==> src/rtl/qddc_iq_fifo.sv <==
// qddc_iq_fifo
// Packs each decimated I/Q sample pair from the quadrature DDC into a
// {q, i} word and buffers it in a first-word-fall-through FIFO. The FIFO
// is a (DEPTH-1)-entry RAM plus one output register, for DEPTH words in total.
// Words are presented to the host stream over a valid/ready handshake.
// A write that arrives while the FIFO is full is dropped and sets the
// sticky overflow flag.
//
// Optional feature: define QDDC_IQ_FIFO_DROP_CNT_EN to add a 16-bit
// saturating drop counter (drop_cnt) that is cleared by overflow_clr.
//
// Ports:
//   clk, reset           system clock, asynchronous active-high reset
//   in_valid, in_i, in_q decimated sample strobe and signed I/Q components
//   enable               capture enable (strobes ignored when low)
//   flush                synchronous discard of all stored words
//   out_data/valid/ready packed word stream toward the host
//   level                words held, 0..DEPTH, including the output register
//   overflow             sticky "sample dropped" flag
//   overflow_clr         clears overflow (and drop_cnt when present)
//   drop_cnt             dropped-write count (QDDC_IQ_FIFO_DROP_CNT_EN only)
module qddc_iq_fifo #(
    parameter int ISZ   = 16,
    parameter int DEPTH = 64,
    localparam int AW   = $clog2(DEPTH)
) (
    input  logic             clk,
    input  logic             reset,
    input  logic             in_valid,
    input  logic [ISZ-1:0]   in_i,
    input  logic [ISZ-1:0]   in_q,
    input  logic             enable,
    input  logic             flush,
    output logic [2*ISZ-1:0] out_data,
    output logic             out_valid,
    input  logic             out_ready,
    output logic [AW:0]      level,
    output logic             overflow,
`ifdef QDDC_IQ_FIFO_DROP_CNT_EN
    output logic [15:0]      drop_cnt,
`endif
    input  logic             overflow_clr
);

    localparam logic [AW:0] LVL_FULL = (AW+1)'(DEPTH);

    logic [2*ISZ-1:0] mem [DEPTH];
    logic [AW-1:0]    wr_ptr;
    logic [AW-1:0]    rd_ptr;
    logic [AW-1:0]    ram_cnt;

    logic [2*ISZ-1:0] in_word;
    logic             full;
    logic             ram_empty;
    logic             strobe;
    logic             wr;
    logic             drop;
    logic             rd;
    logic             out_free;
    logic             refill;
    logic             direct;
    logic             ram_push;

    assign in_word   = {in_q, in_i};
    // Full is judged on the pre-edge level, so a same-cycle read cannot
    // make room for a write that arrives while full.
    assign full      = (level == LVL_FULL);
    assign ram_empty = (ram_cnt == '0);
    assign strobe    = in_valid & enable & ~flush;
    assign wr        = strobe & ~full;
    assign drop      = strobe & full;
    assign rd        = out_valid & out_ready;
    // Output register can take a new word this edge.
    assign out_free  = ~out_valid | rd;
    // The RAM head always goes first to keep ordering; a new word only
    // bypasses the RAM into the output register when the RAM is empty.
    assign refill    = out_free & ~ram_empty;
    assign direct    = wr & out_free & ram_empty;
    assign ram_push  = wr & ~direct;

    // RAM storage is not reset; contents are qualified by ram_cnt.
    always_ff @(posedge clk) begin
        if (ram_push) begin
            mem[wr_ptr] <= in_word;
        end
    end

    always_ff @(posedge clk or posedge reset) begin
        if (reset) begin
            wr_ptr    <= '0;
            rd_ptr    <= '0;
            ram_cnt   <= '0;
            level     <= '0;
            out_valid <= 1'b0;
            out_data  <= '0;
        end else if (flush) begin
            // out_data deliberately keeps its stale value.
            wr_ptr    <= '0;
            rd_ptr    <= '0;
            ram_cnt   <= '0;
            level     <= '0;
            out_valid <= 1'b0;
        end else begin
            if (refill) begin
                out_data  <= mem[rd_ptr];
                out_valid <= 1'b1;
                rd_ptr    <= rd_ptr + 1'b1;
            end else if (direct) begin
                out_data  <= in_word;
                out_valid <= 1'b1;
            end else if (rd) begin
                out_valid <= 1'b0;
            end
            if (ram_push) begin
                wr_ptr <= wr_ptr + 1'b1;
            end
            ram_cnt <= ram_cnt + AW'(ram_push) - AW'(refill);
            level   <= level + (AW+1)'(wr) - (AW+1)'(rd);
        end
    end

    // Set wins over clear so a drop coinciding with a clear is never lost.
    always_ff @(posedge clk or posedge reset) begin
        if (reset) begin
            overflow <= 1'b0;
        end else if (drop) begin
            overflow <= 1'b1;
        end else if (overflow_clr) begin
            overflow <= 1'b0;
        end
    end

`ifdef QDDC_IQ_FIFO_DROP_CNT_EN
    always_ff @(posedge clk or posedge reset) begin
        if (reset) begin
            drop_cnt <= '0;
        end else if (drop) begin
            if (overflow_clr) begin
                drop_cnt <= 16'd1;
            end else if (drop_cnt != 16'hFFFF) begin
                drop_cnt <= drop_cnt + 16'd1;
            end
        end else if (overflow_clr) begin
            drop_cnt <= '0;
        end
    end
`endif

endmodule

==> config.mk <==
export PLATFORM = sky130hd
export DESIGN_NAME = qddc_iq_fifo
export DESIGN_NICKNAME = d
export VERILOG_FILES = /design/src/rtl/qddc_iq_fifo.sv
export SDC_FILE = /design/constraint.sdc
export NUM_CORES = 2
export LEC_CHECK = 0
export CORE_ASPECT_RATIO = 0.9
export CORE_UTILIZATION = 55
export CTS_BUF_LIST = sky130_fd_sc_hd__clkbuf_16
export CTS_CLUSTER_SIZE = 8
export DETAILED_ROUTE_END_ITERATION = 8
export GPL_ROUTABILITY_DRIVEN = 0
export PLACE_DENSITY = 0.71
export SETUP_SLACK_MARGIN = 0.1
export SLEW_MARGIN = 20
export SYNTH_ARGS = -nofsm -noshare
export SYNTH_HDL_FRONTEND = slang
export SYNTH_SLANG_ARGS = --single-unit
export TNS_END_PERCENT = 50
==> constraint.sdc <==
create_clock -name clk -period 10.4 [get_ports clk]
set_input_delay 2.08 -clock clk [delete_from_list [all_inputs] [get_ports clk]]
set_output_delay 2.08 -clock clk [all_outputs]
set_load 0.01 [all_outputs]
### Yosys cells after proc, flatten, opt, wreduce, memory -nomap -nowiden

Memory sizes are Yosys's and may differ from the RTL's.
Index checks and enable logic that the tools add are counted.

* reduce and logical (&&, ||, !) cells: 7
* mux-type cells: 16
* add/subtract/negate cells: 6
* eq/ne operators: 1
* bitwise gates (word level): 15

Operator list (number)
* 32-bit 2-to-1 mux: 2
* 6-bit 2-to-1 mux: 5
* 6-bit by 1-bit adder with 6-bit output (second input constant): 2
* 1-bit bitwise AND: 9
* 1-bit 2-to-1 mux: 8
* 2-bit nonzero test: 4
* 7-bit by 1-bit adder with 7-bit output: 1
* 7-bit == test (second input constant): 1
* 7-bit 2-to-1 mux: 1
* 7-bit by 1-bit subtractor with 7-bit output: 1
* 6-bit by 1-bit adder with 6-bit output: 1
* 6-bit zero test: 1
* 6-bit by 1-bit subtractor with 6-bit output: 1
* 1-bit NOT: 5
* 4-bit nonzero test: 1
* 2-bit AND reduction: 1
* 1-bit bitwise OR: 1

* output and inout bits: 41
* flip-flop bits (word level): 59
* memories: 1
* word-level logic and storage cells: 53
* RAM bits: 2048

Memory list
* mem: depth 64, width 32, read ports 1, clocked after Yosys merged registers in 0, write ports 1, RTL line 47 `logic [2*ISZ-1:0] mem [DEPTH];`

### Depth between registers and ports, before layout

* depth after elaboration: 10
* mapped depth: 16
* mapped depth without buffers: 15

### Worst setup path before layout

OpenSTA, ideal clock, no wires.

* path kind: input to register
* start point: input port flush
* end point: memory mem[31][0] (netlist bit), enable pin
* arrival: 4.575 ns
* setup slack: 5.403 ns
* library setup time: 0.423 ns
* buffers on the path: 1
* cell stages on the path: 5
* cells stage by stage: nand3b_1 o21bai_1 or4_1 clkbuf_1 nor2_1

* longest elaborated chain between the ends: 9

Ends and longest elaborated chain
* start, declared: RTL line 33 `input logic flush,`
* 1-bit NOT (no line) *
* 1-bit bitwise AND *: RTL line 69 `assign strobe = in_valid & enable & ~flush;`
* 1-bit bitwise AND *: RTL line 70 `assign wr = strobe & ~full;`
* 1-bit bitwise AND (2 in series): RTL line 78 `assign direct = wr & out_free & ram_empty;`
* 1-bit NOT: RTL line 79 `assign ram_push = wr & ~direct;`
* 1-bit bitwise AND *: RTL line 79
* 1-bit 2-to-1 mux *: RTL line 83 `if (ram_push) begin`
* 1-bit 2-to-1 mux (not written as such) *: RTL line 84 `mem[wr_ptr] <= in_word;`
* end, declared: RTL line 47

Every way passes the cells marked *; elsewhere a longest branch is shown, timed or not.

### Worst setup path in the final report

* start point: input port flush
* end point: memory mem[12][12] (netlist bit), enable pin

The elaborated chain is that of the path after synthesis.

==> results by group <==
Yosys
  • Synth warn: 0
  • Main combinational cell family by area after synthesis: multiplexers
  • Mux share of post-synthesis cell area: 0.161
  • Syn avg cell area: 21.8 um^2
  • XOR/XNOR Fraction of Synth Area: 0.00183
  • Simple-gate area share of the yosys netlist: 0.0169
  • Mapped Area: 81,300 um^2
  • Leading area contributor after synthesis: edfxtp_1
  • Async set-or-reset flop fraction in the synthesized netlist: 0.0280
  • Synth Flop Type: edfxtp_1
  • Synth top area cells: edfxtp_1 (76%), mux4_2 (13%), mux2i_1 (2.9%), dfrtp_1 (1.8%), a21oi_1 (0.62%)
  • Post-Synthesis Cells: 3,724
  • Synthesized flop and latch total: 2,107
  • Post-synthesis cell type count: 61
  • Adder-Cell Fraction of Synth Area: 0.00342
  • Post-Syn Nets: 3,784
  • Synth top area share: 0.756
  • Compound-Gate Fraction of Synth Area: 0.0267
  • Number of synthesized flops with an enable pin: 2,048
  • Sequential share of the synthesized area: 0.774

Floorplan
  • I/O pins: 80
  • Die Span Y: 367 um
  • Area of the core: 146,000 um^2
  • Rows: 133
  • Die Wd: 407 um
  • Initial Util: 0.555
  • Die area: 149,000 um^2

Global routing
  • GR Util met3: 0.0772
  • Grt met1 use: 0.415
  • Initial antenna violation count: 13
  • GRT Util Overall: 0.290
  • Grt total ovfl: 0
  • Routing usage on met2: 0.422
  • Vias in the first global route: 39,892
  • Layer with the highest usage: met2
  • First-pass GRT wire length: 302 mm
  • Largest net degree at the start of global routing: 132

Routing
  • DRC: 0
  • DRT Pass-1 Iters: 6
  • DRT iter0 DRCs: 5,936
  • Via density: 6.73
  • Post-route antenna net violation count: 0
  • WL/cell: 35.8 um
  • Vias: 40,491
  • WL final: 215 mm

STA
  • Fmax achieved: 0.182 GHz
  • Worst clock skew: 0.0635 ns
  • Unrepaired setup endpoints after global routing: false
  • Setup TNS: 0 ns
  • Period utilization: 0.528
  • Final hold viol count: 0
  • Slew Viols, Final: 0
  • Setup violators final: 0
  • Slew margin rel.: 0.139
  • Least-Margin Pin Slew: 1.29 ns
  • Crit path time final: 5.49 ns

Critical path
  • CP Capture Type: flip-flop
  • Worst r2r src: rd_ptr[1]
  • Crit path max fanout: 32
  • Critical Path End: mem[12][12]
  • Crit Path Category: input pin to flip-flop
  • FF-to-FF setup slack: 5.67 ns
  • Reg2reg path depth: 8
  • Crit Reg-Reg Endpoint: out_data[25]
  • Crit path from: flush
  • Critical path startpoint category: input pin
  • Arrival time at the worst endpoint: 5.95 ns
  • Critical Path RT: 10.87 ns

Power and ir drop
  • P_leak: 29.3 nW
  • Worst vdd ir: 232 uV
  • Pwr per Cell Area: 252 nW/um^2

Clock network
  • Register clock-pin slew on the reported worst setup and hold paths: 0.05 ns
  • Sink Count: 2,107
  • Clock root cell: clkbuf_16
  • CTS tree: yes
  • Worst-skew pair later-pin latency: 0.91 ns
  • Maximum root-to-sink buffer count: 4
  • Postcts setup bufs: 0
  • Cts bufs inserted: 313
  • Post-cts sizing count: 0
  • Hold buffer count at CTS: 0
  • CTS H-tree lvls: 5

Final layout
  • Layout cells sized above 1: 0.243
  • Synthesis-to-layout area growth: 14.3%
  • Design area: 92,900 um^2
  • Filler cells: 9,605
  • FF/Latch Area: 63,000 um^2
  • Nets: 4,038
  • Area of the multi-input gates: 17,600 um^2

Hold path
  • Hold WC Path Type: flip-flop to flip-flop
  • HP Start: out_data[18]

Placed design
  • Port bufs: 79
  • DP Wirelength: 120 mm
  • Placed cell area: 84,400 um^2

Run
  • Max_cap viols: 0

Outcome
  • Status: finished clean
## synth_stat cells, types with 12 or more instances
master,count
nand3_1,22
inv_1,22
edfxtp_1,2048
buf_2,57
nor2_1,119
dfrtp_1,59
a21oi_1,101
nor3_1,21
buf_6,24
mux4_2,477
mux2i_1,233
clkbuf_1,74
a22oi_1,13
o221ai_1,55
o22ai_1,32
o21ai_0,67
xnor2_1,12
ha_1,19
a31oi_1,14
buf_4,33
nor4_1,12
buf_1,14
nand2_1,65
## registers in the layout, indices dropped and copies added, names as in the netlist
name	flops
overflow	1
rd_ptr	6
level	7
mem	2048
out_data	32
wr_ptr	6
out_valid	1
ram_cnt	6
## power by group
part	total [W]	internal, W	switching, W
Combinational	0.00503	0.00218	0.00285
Sequential	0.00967	0.00944	0.000231
Clock	0.00873	0.00541	0.00333
## critical path: stages
cell	delay, ns
clkdlybuf4s50_1	0.40
buf_4	0.25
nand3b_1	0.22
o21bai_1	0.33
nor2_1	0.57
nand3_2	0.89
nor2_4	1.17
## metrics by stage
| stage | instances | worst slack [ns] | utilization | total power (W) | hold WS [ns] |
|---|---|---|---|---|---|
| 2_1_floorplan | 3724 | 5.40 | - | 0.0130 | 0.518 |
| 3_3_place_gp | 5607 | 4.21 | 0.576 | 0.0148 | 0.474 |
| 3_5_place_dp | 5613 | 4.16 | 0.577 | 0.0148 | 0.498 |
| 4_1_cts | 6006 | 5.05 | 0.633 | 0.0235 | 0.518 |
| 5_1_grt | 6013 | 4.79 | 0.634 | 0.0240 | 0.553 |
| 6_report | 6017 | 4.91 | 0.635 | 0.0234 | 0.517 |
## kinds of logic (layout without fill, tap and decap cells)
| kind of cell | count (synthesis) | count (layout) |
|---|---|---|
| AO/OA/AOI/OAI | 340 | 340 |
| XOR/XNOR | 17 | 17 |
| adder cells (fa/ha/maj) | 21 | 21 |
| buffers and inverters | 230 | 562 |
| flip-flops | 2107 | 2107 |
| multiplexers | 711 | 711 |
| other | 0 | 4 |
| AND/OR/NAND/NOR | 298 | 298 |
## worst min path at each step
stage / slack (ns) / cells past startpoint / to
global placement: 0.47 / 2 / out_data[18]
finish: 0.52 / 2 / out_data[18]
global route: 0.55 / 2 / out_data[18]
CTS: 0.52 / 2 / out_data[18]
floorplan: 0.52 / 1 / out_data[15]
detailed placement: 0.50 / 2 / out_data[18]
## layout make-up
cell class                      instances  share of cell area
Sequential cell                      2107               0.678
Multi-Input combinational cell       1387               0.189
Clock buffer                          320              0.0862
Tap cell                             1957              0.0264
Timing Repair Buffer                  145              0.0156
Clock inverter                         73             0.00342
Inverter                               24             0.00104
Antenna cell                            4            0.000108
## cells in the final DEF (no fill, tap or decap), types with 55 or more instances in the layout
cell	n
nor2_4	64
o221ai_1	55
clkbuf_16	320
a21oi_1	100
nor2_1	55
edfxtp_1	2048
nand2_1	65
mux2i_1	233
o21ai_0	67
inv_1	91
buf_4	59
mux4_2	477
## per-layer routing
metal	vias to the layer above	wire [um]
met5	-	85
met4	8	11700
met3	536	26100
met2	2685	96400
met1	21169	81000
li1	16093	-
No activity file was read; power rests on OpenSTA's default activity.
